`src/rtl/ahb_pkg.sv`:
```
// ahb_pkg: shared AHB-Lite transfer encodings and default-slave state type.
`default_nettype none

package ahb_pkg;

    typedef enum logic [1:0] {
        HT_IDLE   = 2'b00,
        HT_BUSY   = 2'b01,
        HT_NONSEQ = 2'b10,
        HT_SEQ    = 2'b11
    } htrans_t;

    localparam logic HRESP_OKAY  = 1'b0;
    localparam logic HRESP_ERROR = 1'b1;

    typedef enum logic [1:0] {
        DS_IDLE = 2'd0,
        DS_ERR1 = 2'd1,
        DS_ERR2 = 2'd2
    } defslv_state_t;

endpackage

`default_nettype wire

```
`src/rtl/ahb_err_logger.sv`:
```
// ahb_err_logger: captures the last erroring transfer, counts errors (saturating), sticky irq.
`default_nettype none

module ahb_err_logger #(
    parameter int ADDR_WIDTH = 32,
    parameter int CNT_WIDTH  = 16
) (
    input  logic                  clk_i,
    input  logic                  rst_i,
    input  logic                  accept_i,
    input  logic                  clr_i,
    input  logic [ADDR_WIDTH-1:0] addr_i,
    input  logic                  write_i,
    output logic [ADDR_WIDTH-1:0] err_addr_o,
    output logic                  err_write_o,
    output logic [CNT_WIDTH-1:0]  err_cnt_o,
    output logic                  err_irq_o
);

    localparam logic [CNT_WIDTH-1:0] C_CNT_ONE = {{(CNT_WIDTH-1){1'b0}}, 1'b1};
    localparam logic [CNT_WIDTH-1:0] C_CNT_MAX = {CNT_WIDTH{1'b1}};

    logic [ADDR_WIDTH-1:0] r_addr;
    logic                  r_write;
    logic [CNT_WIDTH-1:0]  r_cnt;
    logic                  r_irq;

    // An accept coinciding with a clear restarts the count at one.
    always_ff @(posedge clk_i or posedge rst_i) begin
        if (rst_i) begin
            r_addr  <= '0;
            r_write <= 1'b0;
            r_cnt   <= '0;
            r_irq   <= 1'b0;
        end else if (accept_i) begin
            r_addr  <= addr_i;
            r_write <= write_i;
            r_irq   <= 1'b1;
            if (clr_i)
                r_cnt <= C_CNT_ONE;
            else if (r_cnt != C_CNT_MAX)
                r_cnt <= r_cnt + C_CNT_ONE;
        end else if (clr_i) begin
            r_addr  <= '0;
            r_write <= 1'b0;
            r_cnt   <= '0;
            r_irq   <= 1'b0;
        end
    end

    assign err_addr_o  = r_addr;
    assign err_write_o = r_write;
    assign err_cnt_o   = r_cnt;
    assign err_irq_o   = r_irq;

endmodule

`default_nettype wire

```
`src/rtl/ahb_default_slave.sv`:
```
// ahb_default_slave: AHB-Lite default responder, two-cycle ERROR for unclaimed transfers.
// Optional error log/counter/irq enabled by defining AHB_DEFSLV_LOG_EN.
`default_nettype none

module ahb_default_slave
    import ahb_pkg::*;
#(
    parameter int ADDR_WIDTH = 32,
    parameter int CNT_WIDTH  = 16
) (
    input  logic                  clk_i,
    input  logic                  rst_i,
    input  logic                  hsel_i,
    input  logic [ADDR_WIDTH-1:0] haddr_i,
    input  logic [1:0]            htrans_i,
    input  logic                  hwrite_i,
    input  logic                  hready_i,
    output logic                  hreadyout_o,
    output logic                  hresp_o,
    input  logic                  err_clr_i,
    output logic [ADDR_WIDTH-1:0] err_addr_o,
    output logic                  err_write_o,
    output logic [CNT_WIDTH-1:0]  err_cnt_o,
    output logic                  err_irq_o
);

    defslv_state_t r_state;
    defslv_state_t w_next;
    logic          w_accept;
    logic          r_hreadyout;
    logic          r_hresp;

    // ERR1 stalls the bus, so any address phase seen then is not a real one.
    assign w_accept = hsel_i & hready_i & htrans_i[1] & (r_state != DS_ERR1);

    always_comb begin
        w_next = DS_IDLE;
        case (r_state)
            DS_IDLE: w_next = w_accept ? DS_ERR1 : DS_IDLE;
            DS_ERR1: w_next = DS_ERR2;
            DS_ERR2: w_next = w_accept ? DS_ERR1 : DS_IDLE;
            default: w_next = DS_IDLE;
        endcase
    end

    always_ff @(posedge clk_i or posedge rst_i) begin
        if (rst_i) begin
            r_state     <= DS_IDLE;
            r_hreadyout <= 1'b1;
            r_hresp     <= HRESP_OKAY;
        end else begin
            r_state     <= w_next;
            r_hreadyout <= (w_next != DS_ERR1);
            r_hresp     <= (w_next == DS_IDLE) ? HRESP_OKAY : HRESP_ERROR;
        end
    end

    assign hreadyout_o = r_hreadyout;
    assign hresp_o     = r_hresp;

`ifdef AHB_DEFSLV_LOG_EN
    ahb_err_logger #(
        .ADDR_WIDTH (ADDR_WIDTH),
        .CNT_WIDTH  (CNT_WIDTH)
    ) u_err_logger (
        .clk_i       (clk_i),
        .rst_i       (rst_i),
        .accept_i    (w_accept),
        .clr_i       (err_clr_i),
        .addr_i      (haddr_i),
        .write_i     (hwrite_i),
        .err_addr_o  (err_addr_o),
        .err_write_o (err_write_o),
        .err_cnt_o   (err_cnt_o),
        .err_irq_o   (err_irq_o)
    );
`else
    logic w_unused_log;
    assign w_unused_log = &{1'b0, err_clr_i, haddr_i, hwrite_i};

    assign err_addr_o  = '0;
    assign err_write_o = 1'b0;
    assign err_cnt_o   = '0;
    assign err_irq_o   = 1'b0;
`endif

endmodule

`default_nettype wire

```
`config.mk`:
```
export PLATFORM = sky130hd
export DESIGN_NAME = ahb_default_slave
export DESIGN_NICKNAME = d
export VERILOG_FILES = /design/src/rtl/ahb_pkg.sv /design/src/rtl/ahb_err_logger.sv /design/src/rtl/ahb_default_slave.sv
export SDC_FILE = /design/constraint.sdc
export NUM_CORES = 1
export LEC_CHECK = 0
export ABC_AREA = 0
export BUFFER_PORTS_ARGS = -buffer_cell sky130_fd_sc_hd__buf_2
export CAP_MARGIN = 20
export CORE_MARGIN = 3
export CORE_UTILIZATION = 28
export CTS_BUF_LIST = sky130_fd_sc_hd__clkbuf_4 sky130_fd_sc_hd__clkbuf_8
export CTS_CLUSTER_SIZE = 8
export DETAILED_ROUTE_END_ITERATION = 10
export PLACE_DENSITY = 0.83
export SLEW_MARGIN = 25
export SYNTH_ARGS = -nofsm -noshare
export SYNTH_HDL_FRONTEND = slang
export SYNTH_SLANG_ARGS = --single-unit
```
`constraint.sdc`:
```
create_clock -name clk_i -period 1 [get_ports clk_i]
set_input_delay 0.2 -clock clk_i [delete_from_list [all_inputs] [get_ports clk_i]]
set_output_delay 0.2 -clock clk_i [all_outputs]
set_load 0.02 [all_outputs]
```
Word-level counts from Yosys, hierarchy flattened. Cells that the tools add are included.

Memory bits (writable): 0. Bits in registers: 4. Logic and storage cells: 16. Bits in read-only memories: 0. Memories: 0. Bits in latches: 0. Bits of input ports: 40.

Multiply operators: 0. Magnitude comparators: 0. Bitwise gates (word level): 3. Mux-type cells: 3. Add/sub/neg operators: 0. Shift-type cells: 0. Eq/ne operators: 4. Reduce and logical (&&, ||, !) cells: 3. Div/mod/pow operators: 0.

Operators by type and width (count): $logic_not A2 Y1 (2); $ne A2 B1 Y1 const B (2); $pmux W2 S2 (1); $and A1 B1 Y1 (3); $eq A2 B1 Y1 const B (1); $eq A2 B2 Y1 const B (1); $mux W1 (2); $reduce_or A2 Y1 (1).

Longest topological paths before layout.
Word-level depth: 7. Mapped depth: 2. Mapped depth without buffers: 2.

Worst setup path after synthesis. OpenSTA, ideal clock, no wires.

Path kind: reg2out. From: reg r_hreadyout (netlist: hreadyout_o). To: out hreadyout_o. Setup slack: 246 ps. Cell stages (with the launch flop): 1. Data arrival time: 554 ps. Cell sequence: dfstp_2.

RTL lines: start, declared (line ahb_default_slave.sv:30) `logic r_hreadyout;`; start signal, assigned (line ahb_default_slave.sv:53) `r_hreadyout <= (w_next != DS_ERR1);`; end, declared (line ahb_default_slave.sv:18) `output logic hreadyout_o,`.

No word-level cell between the ends.

Final worst setup path.
From: reg r_hreadyout (netlist: hreadyout_o). To: out hreadyout_o.

No word-level cell between the ends.

==> summary.txt <==
outcome -> complete, but fails checks
failing checks -> setup timing
final hold violation count -> 0
area share of and/or/nand/nor cells after synthesis -> 8.24%
DRT iter0 DRCs -> 0
num rows -> 15
Crit path required time -> 800 ps
Final min period -> 1050 ps
WS Path Type -> reg2out
Top Family by Delay on Critical Path -> flip-flops
drc violations -> 0
Vias/cell -> 2.36
cell area after layout -> 448 µm²
# nets final -> 111
Synth area leader -> buf_4
Crit path buffers/inverters -> 1
fmax -> 950 MHz
CP max stage cell -> dfstp_2
Synth Area in Compound Gates -> 0%
dpl cell area -> 402 µm²
part of the cycle the worst path needs -> 105%
worst min path class -> in2reg
Final Max Tran Viols -> 0
gr ovfl total -> 0
# Post-CTS Setup Buffers -> 0
post-route ant nets -> 0
Pre-Repair DR Iteration Count -> 1
Seq/Total Area, Yosys -> 19.1%
largest net degree at the start of global routing -> 5
IO buf count -> 6
CP Cell Sequence -> buf_6
CP max FO -> 1
main area contributors after synthesis -> buf_4 (71%), dfrtp_1 (14%), dfstp_2 (4.9%), nand4b_4 (4.5%), nor2b_4 (2.6%)
slowest stage delay, CP -> 520 ps
final core occ -> 25.4%
Synth top area share -> 70.6%
RSZ-0062 raised after global routing -> yes
final wirelength -> 554 µm
Syn Area/Cell -> 8.86 µm²
Multi-input gate area -> 231 µm²
synth-to-layout area growth -> -15.8%
max-cap violations -> 0
Clock Pin Slew Worst Setup and Hold Paths -> 40 ps
switch share -> 41.1%
clock group share of total power -> 39.0%
post-synthesis xor/xnor area fraction -> 0%
Die Wd -> 49.6 µm
core footprint -> 1760 µm²
startpoint type of the worst setup path -> register
crit path capture type -> primary output
register area -> 101 µm²
fin cells -> 95
# fillers -> 205
Max IR drop VDD -> 396 µV
CTS Buf Count -> 3
CTS tree -> yes
I/O Pins -> 92
mux cell area share after synthesis -> 0%
flops & latches, synth -> 4
die area -> 2460 µm²
min setup slack post-route -> -52.6 ps
Die Ht -> 49.6 µm
Clock Path Buffers -> 2
vias in the first global route -> 139
CTS Sinks -> 4
Fin Hold WS -> 192 ps
Total GRT Usage -> 3.65%
Comb pwr share -> 33.1%
global-route wire length before repair -> 586 µm
hpwl dp -> 496 µm
crit path DAT -> 850 ps
Synth Instances -> 60
Pleak -> 0.301 nW
final setup TNS -> -52.6 ps
internal power -> 0.369 mW
WL per Instance -> 5.83 µm
# setup viols final -> 1
synthesized area -> 532 µm²
insertion delay to the later sink of the worst-skew pair -> 230 ps
initial antenna violation count -> 0
Starting Density -> 30.1%
placed instance count -> 90
routed via count -> 224
switching power total -> 0.257 mW
clock skew -> 4.21 ps
Antenna Cells -> 0
Ys Warns -> 0
sequential share of power -> 27.9%
Root Driver -> clkbuf_4
PwrDens -> 1400 nW/µm²
Netlist cell types -> 8
Synth Area in Adders -> 0%
H-tree depth -> 1
GPL Wtd Cong -> 0.590
fraction of layout cells with a size suffix above 1 -> 18.6%
largest family of logic cells by synthesized area -> buffers and inverters
==> power by group through the flow <==
stage	registers (mW)	clock network, mW	logic [mW]
finish	0.175	0.244	0.207
detailed placement	0.176	0	0.197
floorplan	0.182	0	0.324
CTS	0.175	0.257	0.202
global placement	0.176	0	0.196
global route	0.175	0.270	0.219
==> Yosys cell counts <==
cell type  instances
dfstp_2            1
nor2b_4            1
inv_1              2
buf_4             50
conb_1             1
nand2b_1           1
nand4b_4           1
dfrtp_1            3
==> area by class of cell <==
type                    count  area share [%]
clock buffers               4            6.70
inverters                   2            1.68
multi-input cells          53            51.7
flip-flops and latches      4            22.6
well taps                  25            6.98
repair buffers              7            10.3
==> routing by layer <==
layer / vias to the layer above / track usage [%] / share of wire, %
met5: - / 0 / 0
met4: 0 / 5.53 / 0
met3: 0 / 2.11 / 19
met2: 27 / 6.83 / 62
met1: 98 / 1.47 / 19
li1: 99 / - / -
==> path summary, 6_finish.rpt <==
kind | start | endpoint | slack [ps] | cells past startpoint
max | hreadyout_o$_DFF_PP1_ | hreadyout_o | -50 | 1
min | hready_i | hreadyout_o$_DFF_PP1_ | 190 | 2
max reg2reg | r_state[0]$_DFF_PP0_ | hresp_o$_DFF_PP0_ | 250 | 2
min reg2reg | r_state[1]$_DFF_PP0_ | r_state[1]$_DFF_PP0_ | 450 | 1
max in group asynchronous | rst_i | hreadyout_o$_DFF_PP1_ | 390 | 3
min in group asynchronous | rst_i | r_state[0]$_DFF_PP0_ | 380 | 3
==> cell usage in the layout (no fill, tap or decap) <==
cell           instances
buf_2                  5
buf_6                  1
clkbuf_4               4
conb_1                50
dfrtp_1                3
dfstp_2                1
dlygate4sd3_1          1
inv_1                  2
nand2b_1               1
nand4b_4               1
nor2b_4                1
==> registers in the layout, summed over array words and instances (netlist names) <==
register / count
hreadyout_o: 1
hresp_o: 1
r_state: 2
==> stage by stage <==
stage	setup slack (ps)	power (mW)
CTS	-61.8	0.634
floorplan	246	0.507
finish	-52.6	0.626
global route	-81.9	0.664
global placement	163	0.372
detailed placement	163	0.374
==> kinds of logic after synthesis <==
group	Yosys count
buffers and inverters	52
DFF	4
and+or+nand+nor	3
other	1
==> timing repair <==
item                                   4_1_cts  5_1_grt
endpoints found under the hold margin        3        0
resized for setup                            2        0
hold buffers                                 1        0
setup endpoints to repair                    1        1
(Power assumes the default switching activity.)
